--- config.mk ---
export PLATFORM = sky130hd
export DESIGN_NAME = io_terminal_port
export DESIGN_NICKNAME = d
export VERILOG_FILES = /design/src/rtl/io_terminal_port.sv
export SDC_FILE = /design/constraint.sdc
export NUM_CORES = 1
export LEC_CHECK = 0
export ABC_AREA = 1
export CAP_MARGIN = 20
export CORE_MARGIN = 2
export CORE_UTILIZATION = 30
export DETAILED_ROUTE_END_ITERATION = 16
export MAX_ROUTING_LAYER = met4
export PLACE_DENSITY_LB_ADDON = 0.2
export SLEW_MARGIN = 20
export SYNTH_ARGS = -nofsm -noshare
export SYNTH_HDL_FRONTEND = slang
export SYNTH_SLANG_ARGS = --single-unit
export TNS_END_PERCENT = 100
--- constraint.sdc ---
create_clock -name clk -period 2.3 [get_ports clk]
set_clock_uncertainty 0.05 [all_clocks]
set_input_delay 0.46 -clock clk [delete_from_list [all_inputs] [get_ports clk]]
set_output_delay 0.46 -clock clk [all_outputs]
set_load 0.02 [all_outputs]
--- src/rtl/io_terminal_port.sv ---
// Device-side INPR/OUTR terminal port: owns FGI/FGO, accepts rx characters, drains OUTR to tx.
// Optional input FIFO between rx and INPR when IO_RXFIFO_EN is defined.
//
//   state      | meaning
//   S_RX_EMPTY | INPR consumed (FGI=0); base build accepts a new character
//   S_RX_FULL  | INPR holds an unread character (FGI=1)
//   S_TX_IDLE  | OUTR free (FGO=1), waiting for OUT
//   S_TX_SEND  | tx_data/tx_valid presented, waiting for tx_ready
//   S_TX_GAP   | post-handshake idle, counting down before FGO rises
module io_terminal_port #(
    parameter int DW      = 8,
    parameter int TX_GAP  = 2,
    parameter int FIFO_AW = 2
) (
    input  logic          clk,
    input  logic          rst_n,
    input  logic          glb_clr,
    input  logic          ld_outr,
    input  logic [DW-1:0] ac_lo,
    input  logic          inp_flag_reset,
    output logic [DW-1:0] inpr,
    output logic          inp_flag,
    output logic          out_flag,
    input  logic [DW-1:0] rx_data,
    input  logic          rx_valid,
    output logic          rx_ready,
    output logic [DW-1:0] tx_data,
    output logic          tx_valid,
    input  logic          tx_ready,
    output logic          proto_err
);

    localparam int GW = (TX_GAP > 1) ? $clog2(TX_GAP) : 1;
    localparam logic [GW-1:0] GAP_LOAD = (TX_GAP > 0) ? GW'(TX_GAP - 1) : '0;

    typedef enum logic {
        S_RX_EMPTY = 1'b0,
        S_RX_FULL  = 1'b1
    } rx_state_t;

    typedef enum logic [1:0] {
        S_TX_IDLE = 2'd0,
        S_TX_SEND = 2'd1,
        S_TX_GAP  = 2'd2
    } tx_state_t;

    rx_state_t       r_rx_state;
    tx_state_t       r_tx_state;
    logic [DW-1:0]   r_inpr;
    logic [DW-1:0]   r_tx_data;
    logic            r_tx_valid;
    logic            r_out_flag;
    logic            r_proto_err;
    logic [GW-1:0]   r_gap_cnt;

    assign inpr      = r_inpr;
    assign inp_flag  = (r_rx_state == S_RX_FULL);
    assign out_flag  = r_out_flag;
    assign tx_data   = r_tx_data;
    assign tx_valid  = r_tx_valid;
    assign proto_err = r_proto_err;

`ifdef IO_RXFIFO_EN
    localparam int DEPTH = 1 << FIFO_AW;
    localparam logic [FIFO_AW:0] PTR_ONE = (FIFO_AW + 1)'(1);

    logic [DW-1:0]   r_mem [DEPTH];
    logic [FIFO_AW:0] r_wr_ptr;
    logic [FIFO_AW:0] r_rd_ptr;
    logic            w_full;
    logic            w_empty;
    logic            w_push;
    logic            w_pop;

    // Extra MSB distinguishes full from empty once the pointers wrap.
    assign w_full  = (r_wr_ptr[FIFO_AW] != r_rd_ptr[FIFO_AW]) &&
                     (r_wr_ptr[FIFO_AW-1:0] == r_rd_ptr[FIFO_AW-1:0]);
    assign w_empty = (r_wr_ptr == r_rd_ptr);
    assign rx_ready = ~w_full;
    assign w_push  = rx_valid & ~w_full & ~glb_clr;
    assign w_pop   = (r_rx_state == S_RX_EMPTY) & ~w_empty;

    always_ff @(posedge clk) begin
        if (w_push) begin
            r_mem[r_wr_ptr[FIFO_AW-1:0]] <= rx_data;
        end
    end

    always_ff @(posedge clk or negedge rst_n) begin
        if (!rst_n) begin
            r_rx_state <= S_RX_EMPTY;
            r_inpr     <= '0;
            r_wr_ptr   <= '0;
            r_rd_ptr   <= '0;
        end else if (glb_clr) begin
            r_rx_state <= S_RX_EMPTY;
            r_inpr     <= '0;
            r_wr_ptr   <= '0;
            r_rd_ptr   <= '0;
        end else begin
            if (w_push) begin
                r_wr_ptr <= r_wr_ptr + PTR_ONE;
            end
            case (r_rx_state)
                S_RX_EMPTY: begin
                    if (w_pop) begin
                        r_inpr     <= r_mem[r_rd_ptr[FIFO_AW-1:0]];
                        r_rd_ptr   <= r_rd_ptr + PTR_ONE;
                        r_rx_state <= S_RX_FULL;
                    end
                end
                S_RX_FULL: begin
                    if (inp_flag_reset) begin
                        r_rx_state <= S_RX_EMPTY;
                    end
                end
                default: r_rx_state <= S_RX_EMPTY;
            endcase
        end
    end
`else
    logic w_unused_fifo_aw;
    assign w_unused_fifo_aw = (FIFO_AW > 0);

    assign rx_ready = (r_rx_state == S_RX_EMPTY);

    always_ff @(posedge clk or negedge rst_n) begin
        if (!rst_n) begin
            r_rx_state <= S_RX_EMPTY;
            r_inpr     <= '0;
        end else if (glb_clr) begin
            r_rx_state <= S_RX_EMPTY;
            r_inpr     <= '0;
        end else begin
            case (r_rx_state)
                S_RX_EMPTY: begin
                    if (rx_valid) begin
                        r_inpr     <= rx_data;
                        r_rx_state <= S_RX_FULL;
                    end
                end
                S_RX_FULL: begin
                    if (inp_flag_reset) begin
                        r_rx_state <= S_RX_EMPTY;
                    end
                end
                default: r_rx_state <= S_RX_EMPTY;
            endcase
        end
    end
`endif

    always_ff @(posedge clk or negedge rst_n) begin
        if (!rst_n) begin
            r_tx_state  <= S_TX_IDLE;
            r_tx_data   <= '0;
            r_tx_valid  <= 1'b0;
            r_out_flag  <= 1'b1;
            r_proto_err <= 1'b0;
            r_gap_cnt   <= '0;
        end else if (glb_clr) begin
            r_tx_state  <= S_TX_IDLE;
            r_tx_data   <= '0;
            r_tx_valid  <= 1'b0;
            r_out_flag  <= 1'b1;
            r_proto_err <= 1'b0;
            r_gap_cnt   <= '0;
        end else begin
            // An OUT while OUTR is busy is dropped; only the sticky flag records it.
            if (ld_outr && !r_out_flag) begin
                r_proto_err <= 1'b1;
            end
            case (r_tx_state)
                S_TX_IDLE: begin
                    if (ld_outr) begin
                        r_tx_data  <= ac_lo;
                        r_tx_valid <= 1'b1;
                        r_out_flag <= 1'b0;
                        r_tx_state <= S_TX_SEND;
                    end
                end
                S_TX_SEND: begin
                    if (tx_ready) begin
                        r_tx_valid <= 1'b0;
                        if (TX_GAP == 0) begin
                            r_out_flag <= 1'b1;
                            r_tx_state <= S_TX_IDLE;
                        end else begin
                            r_gap_cnt  <= GAP_LOAD;
                            r_tx_state <= S_TX_GAP;
                        end
                    end
                end
                S_TX_GAP: begin
                    if (r_gap_cnt == '0) begin
                        r_out_flag <= 1'b1;
                        r_tx_state <= S_TX_IDLE;
                    end else begin
                        r_gap_cnt <= r_gap_cnt - 1'b1;
                    end
                end
                default: begin
                    r_tx_valid <= 1'b0;
                    r_out_flag <= 1'b1;
                    r_tx_state <= S_TX_IDLE;
                end
            endcase
        end
    end

endmodule

# ---- Word level (Yosys, flattened, before mapping)
# Index checks and enable logic that the tools add are counted.
dict set report totals {
  register_bits 23
  in_bits 23
  out_inout_bits 21
  elab_cells 61
}
dict set report op_classes {
  addsub 1
  n_eq_ne 8
  muxes 29
  bitwise_logic 1
  reduce_logical 14
}
# cell count
set op_table {}
lappend op_table {{two-way mux 8 bit} 6}
lappend op_table {{two-way mux 1 bit} 14}
lappend op_table {{!= test 3 bit (second input constant)} 3}
lappend op_table {{AND reduction 3 bit} 3}
lappend op_table {{two-way mux 2 bit} 4}
lappend op_table {{nonzero test 2 bit} 4}
lappend op_table {{!= test 2 bit (second input constant)} 3}
lappend op_table {{one-hot mux 1 bit (3 select lines)} 2}
lappend op_table {{one-hot mux 2 bit (3 select lines)} 1}
lappend op_table {{AND reduction 2 bit} 3}
lappend op_table {{one-hot mux 1 bit (2 select lines)} 2}
lappend op_table {{nonzero test 3 bit} 1}
lappend op_table {{equality test 2 x 1 -> 1 bit (second input constant)} 1}
lappend op_table {{equality test 2 bit (second input constant)} 1}
lappend op_table {{logical NOT 2 bit} 1}
lappend op_table {{logical AND 1 bit} 1}
lappend op_table {{logical NOT 1 bit} 1}
lappend op_table {{inverter 1 bit} 1}
lappend op_table {{subtractor 1 bit (second input constant)} 1}

# ---- Longest topological paths before layout
# Gate-level depths: netlist of the first run.
dict set report depth {
  ltp_word 4
  mapped_depth 6
  mapped_depth_nobuf 6
}

# ---- Worst setup path after synthesis of the first run
# Ideal clock, no wire load.
dict set report synth_path {
  path_type {flip-flop to flip-flop}
  start {reg r_rx_state (netlist: inp_flag)}
  end {reg r_inpr[0] (netlist: inpr[0])}
  setup_time_ps 126
  arrival_ps 1014
  setup_slack_ps 1109
  stages_incl_launch_ff 5
  synth_period_minus_slack_ps 1191
  cell_sequence {dfrtp_1 inv_1 nand2_1 nand3_1 o21ai_0}
}
dict set report synth_between {
  elab_chain_cells 2
}
# item line_no
set synth_rtl {}
lappend synth_rtl {{from (decl)} 47} ;# rx_state_t r_rx_state;
lappend synth_rtl {{from (signal assigned)} 129} ;# r_rx_state <= S_RX_EMPTY;
lappend synth_rtl {{from (signal assigned)} 132} ;# r_rx_state <= S_RX_EMPTY;
lappend synth_rtl {{from (signal assigned)} 139} ;# r_rx_state <= S_RX_FULL;
lappend synth_rtl {{!= test 2 bit (no source line)} -}
lappend synth_rtl {{AND reduction 2 bit (no source line)} -}
lappend synth_rtl {{to (signal assigned)} 138} ;# r_inpr <= rx_data;
lappend synth_rtl {{to (decl)} 49} ;# logic [DW-1:0] r_inpr;
# No other way between the ends.
# A chain may end at the register's enable or synchronous reset.

# ---- Worst setup path in the final report of the first run
dict set report layout_path {
  start {reg r_rx_state (netlist: inp_flag)}
  end {out rx_ready}
}
dict set report layout_between {
  elab_chain_cells 1
}
# item line_no
set layout_rtl {}
lappend layout_rtl {{inverter 1 bit} -}
lappend layout_rtl {{to (decl)} 26} ;# output logic rx_ready,
# No other way between the ends.

==> results of run 1 <==
synth_stat cells:
library cell and count:
dfrtp_1 22, a21oi_1 4, clkinv_2 1, nor2_4 2, nand3_1 16, nand2_4 1, buf_6 1, dfstp_2 1
buf_2 1, inv_2 1, o31ai_1 1, nand4_1 1, nand2_1 28, o21ai_0 8, inv_1 15, nor2_1 9
nand3_2 1, a21oi_2 1
power breakdown:
part | internal, W | leakage [nW] | switching, W
logic | 0.000106 | 0.400 | 0.000108
clock network | 0.0000676 | 0.0150 | 0.000116
registers | 0.000436 | 0.305 | 0.0000197
area by class of cell:
type / count / area (um^2)
clock buffers: 4 / 26.3
flip-flops and latches: 23 / 577
multi-input cells: 72 / 345
well taps: 44 / 55.1
inverters: 17 / 65.1
fillers: 307 / 1610
repair buffers: 46 / 453
worst max-delay path, delay by kind of cell, from the launching register on:
kind	cells	cell delay, ns
flops	1	0.40
buf+inv	2	0.77
placed cells by master, fill, tap and decap left out, drive strengths merged:
cell type and count:
clkdlybuf4s50 43, o31ai 1, nand4 1, dfstp 1, dfrtp 22, nor2 11, clkbuf 4, buf 3
nand3 17, nand2 29, inv 16, o21ai 8, a21oi 5, clkinv 1
registers in the layout, indices dropped and copies added, names as in the netlist:
name / count
inp_flag: 1
inpr: 8
out_flag: 1
proto_err: 1
r_gap_cnt: 1
r_tx_state: 2
tx_data: 8
tx_valid: 1
path summary, 6_finish.rpt:
kind,from,endpoint,cells after the start
setup / recovery,inp_flag,rx_ready,2
hold / removal,out_flag,out_flag,2
setup reg to reg,r_tx_state[1],tx_data[7],5
hold reg to reg,out_flag,out_flag,2
max in group asynchronous,rst_n,out_flag,2
min in group asynchronous,rst_n,proto_err,2
metal layers:
metal  GRT usage (%)  vias up  routed length [um]
li1                -      453                   -
met1            18.2      420                1090
met2            22.1       24                1120
met3            2.69        0                 100
met4            3.95        0                   0
met5               -        -                   0
logic make-up after synthesis:
| group | Yosys count | share of synthesized area (%) |
|---|---|---|
| AO/OA/AOI/OAI | 14 | 7.61 |
| flip-flops | 23 | 57.5 |
| buffers and inverters | 19 | 8.10 |
| AND/OR/NAND/NOR | 58 | 26.8 |
per-stage QoR:
stage	setup slack, ns	total power, W	util [%]	cells	hold slack [ns]
2_1_floorplan	1.11	0.000560	-	114	0.114
3_3_place_gp	0.638	0.000678	47.8	202	0.407
6_report	0.316	0.000853	48.6	206	0.427
5_1_grt	0.250	0.000905	48.6	206	0.448
3_5_place_dp	0.594	0.000680	47.8	202	0.414
4_1_cts	0.300	0.000866	48.6	206	0.433
==> flow_summary.yaml, run 1 <==
die:
  die_w_um: 61.8
  die_height_um: 61.8
  fp.dieArea_mm2: 0.00382
  ios: 44
  core_mm2: 0.00313
  start_util_pct: 32.1
  fp-row-count: 20
final_layout:
  fin_nets: 186
  area_delta_synth_final_pct: 51.6
  diodes: 0
  layout-drive-gt1-share_pct: 8.64
  final_cell_area_mm2: 0.00152
critical_path:
  cp_slowest_cell: "clkdlybuf4s50_1"
  required_ns: 1.79
  worstPathCellList: "inv_1 -> clkdlybuf4s50_1"
  crit_path_max_fanout: 4
  r2r_setup_slack_ns: 1.17
  critPathLaunchType: "register"
  setup.worst_path.end_class: "output port"
  slowest_delay_ns: 0.63
  cp.arrival_ns: 1.47
  criticalPathCategory: "register to output port"
clocking:
  cts_max_level: 1
  root_buffer: "clkbuf_4"
  hold_buffers: 0
  ctsResizeCount: 0
  clkSlewWorstSetupHoldPaths_ns: 0.12
  cts_tree: "done"
  clk_latency_ns: 0.30
  post-cts-setup-buffer-count: 0
  clock_path_buffers: 2
  numCtsBuffers: 3
  clock_sink_count: 23
global_route:
  grt_antenna_before_repair: 0
  grt_pass1_vias: 908
  grtUsageTotal_pct: 13.9
  grt_pass1_wl_um: 3810
  grt_max_degree: 24
  overflow: 0
synth:
  yosysUniqueCellTypes: 18
  synth_top_area_share_pct: 54.9
  ys_seq_elements: 23
  synth_area_leaders: "dfrtp_1 55%, nand2_1 10%, nand3_1 8.0%"
  syn_area_mm2: 0.00100
  syn_nets: 137
  ys_warn_count: 0
  yosysSeqAreaShare_pct: 57.5
  yosys.area.top_type: "dfrtp_1"
  syn_area_per_cell_um2: 8.80
  syn_inst: 114
sta:
  max_slew.worst_pin.slew_ns: 0.292
  fmax_ghz: 0.504
  setup_violations: 0
  slew_violations: 0
  fin_crit_ns: 1.98
  hold_viol_final: 0
  tns_ns: 0
  period_share_pct: 86.3
  slew-limit-headroom_pct: 80.6
  rsz0062_at_grt: "false"
power_and_ir_drop:
  power_density_mw_per_mm2: 561
  p_leak_nw: 0.720
  ir_worst_vdd_mv: 0.192
min_path:
  hold_path.class: "register to register"
routing:
  num_vias: 897
  initialDrtViolationCount: 34
  drcViolationCount: 0
  detail-route-antenna-nets: 0
  wl_um: 2320
  wl_per_cell_um: 11.2
  avgViaCountPerCell: 4.35
  dr.pass1.iters: 4
place:
  portBuffers: 43
  place_congestion: 0.775
  dp_hpwl_um: 1790
  placed_cell_area_mm2: 0.00150
status:
  status: "completed"
job:
  max_cap_viol_count: 0
No activity file was read; power rests on OpenSTA's default activity.
==> inputs of run 2 (changes only) <==
clock period = 2.2 ns   (was 2.3 ns; I/O delays follow)
==> flow_summary.yaml, run 2 (same netlist as run 1, synthesis figures left out) <==
final_layout:
  final_cells: 206
  layout_commonest_cell: "clkdlybuf4s50_1"
  diodes: 0
  layout-drive-gt1-share_pct: 9.26
  area_delta_synth_final_pct: 51.7
  fin_nets: 186
  final_cell_mix: "43 x clkdlybuf4s50_1, 28 x nand2_1, 22 x dfrtp_1"
critical_path:
  crit_start: "out_flag"
  required_ns: 1.71
  crit_path_max_fanout: 3
  worstReg2RegStart: "r_tx_state[1]"
  critPathLaunchType: "register"
  criticalPathCategory: "register to output port"
  cpLargestDelayFamily: "buffers and inverters"
  setup.worst_path.end_class: "output port"
  path_buf_inv: 1
  slowest_delay_ns: 0.60
  cp_slowest_cell: "clkdlybuf4s50_1"
  cp.arrival_ns: 1.48
  worstPathCellList: "clkdlybuf4s50_1"
place:
  dp_cells: 202
  place_congestion: 0.775
  dp_hpwl_um: 1790
  portBuffers: 43
clocking:
  root_buffer: "clkbuf_4"
  post-cts-setup-buffer-count: 0
  ctsResizeCount: 0
  cts_tree: "done"
  clock_sink_count: 23
  hold_buffers: 0
  numCtsBuffers: 3
  clkSlewWorstSetupHoldPaths_ns: 0.13
  cts_max_level: 1
  clock_path_buffers: 2
  clk_latency_ns: 0.32
power_and_ir_drop:
  pwr-share-seq_pct: 53.1
  power_frac_comb_pct: 25.0
  swShare_pct: 29.3
  power.share.clock_pct: 22.0
  total_power_w: 0.000897
  p_sw_w: 0.000263
  ir_worst_vdd_mv: 0.216
  p_leak_nw: 0.722
  p_int_w: 0.000634
  power_density_mw_per_mm2: 589
sta:
  fmax_ghz: 0.508
  rsz0062_at_grt: "false"
  tns_ns: 0
  period_share_pct: 89.6
  hold_viol_final: 0
  max_slew.worst_pin.slew_ns: 0.290
  slew_violations: 0
  fin_crit_ns: 1.97
  slew-limit-headroom_pct: 80.6
  setup_violations: 0
routing:
  initialDrtViolationCount: 28
  top_layer: "met4"
  avgViaCountPerCell: 4.41
  wl_um: 2340
  dr.pass1.iters: 4
  wl_per_cell_um: 11.4
  met3_wirelength_um: 85
  drcViolationCount: 0
  wl_met1_um: 1090
  detail-route-antenna-nets: 0
  routed-wl-met2_um: 1130
  num_vias: 909
global_route:
  grtUsageTotal_pct: 14.3
  overflow: 0
  grt_pass1_wl_um: 3910
  grt_max_degree: 24
  grt_pass1_vias: 907
  grt_antenna_before_repair: 0
die:
  fp-row-count: 20
  core_mm2: 0.00313
  die_w_um: 61.8
  start_util_pct: 32.1
  ios: 44
  fp.dieArea_mm2: 0.00382
  die_height_um: 61.8
min_path:
  hold_path.class: "input pin to asynchronous set/reset pin"
status:
  status: "completed"
job:
  max_cap_viol_count: 0
==> run 2: cell types whose count changed in the layout (fill, tap and decap cells not counted) <==
cell | previous run | this run
clkbuf_1 | 1 | 0
clkinv_2 | 1 | 2
==> run 2: layer usage <==
metal  vias to the layer above  GRT usage, %
li1                        456             -
met1                       421          18.8
met2                        27          22.4
met3                         5          2.48
met4                         0          4.86
met5                         -             -
==> run 2: metrics by stage <==
| stage | hold WS [ns] | instance area, um^2 | util, % | worst slack (ns) |
|---|---|---|---|---|
| floorplan | 0.0944 | 1000 | - | 1.01 |
| global placement | 0.407 | 1500 | 47.8 | 0.558 |
| detailed placement | 0.413 | 1500 | 47.8 | 0.516 |
| CTS | 0.405 | 1520 | 48.7 | 0.217 |
| global route | 0.430 | 1520 | 48.7 | 0.160 |
| finish | 0.396 | 1520 | 48.7 | 0.230 |
==> run 2: worst reg2reg max path, stage by stage, from the launching register on <==
cell	delay, ns
dfrtp_1	0.46
nor2_4	0.17
nand2_4	0.12
nor2_4	0.16
nand2_1	0.07
nand2_1	0.06
==> run 2: path summary, 6_finish.rpt <==
kind / cells after the start / endpoint / slack [ns]
min in group clk: 2 / out_flag / 0.43
max in group asynchronous: 2 / out_flag / 1.43
worst max-delay path: 1 / out_flag / 0.23
worst min-delay path: 2 / proto_err / 0.40
worst max register to register: 5 / tx_data[7] / 1.07
worst min register to register: 2 / out_flag / 0.43
==> run 2: power by group through the flow <==
stage               combinational, W  clock [W]  sequential, W
floorplan                  0.0000681          0       0.000517
global placement            0.000224          0       0.000485
detailed placement          0.000227          0       0.000485
CTS                         0.000227   0.000202       0.000478
global route                0.000246   0.000220       0.000482
finish                      0.000224   0.000197       0.000476
==> run 2: area by class of cell <==
type	instances	area (um^2)
Fill cell	324	1610
Inverter	17	65.1
Tap cell	44	55.1
Multi-Input combinational cell	72	345
Clock inverter	1	5.00
Timing Repair Buffer	46	453
Clock buffer	3	22.5
Sequential cell	23	577
==> inputs of run 3 (changes only) <==
CAP_MARGIN = 15   (was 20)
SETUP_SLACK_MARGIN = 0.02   (was default)
==> results of run 3 <==
Same layout as run 2: the final DEF is identical, and so are final timing and power.
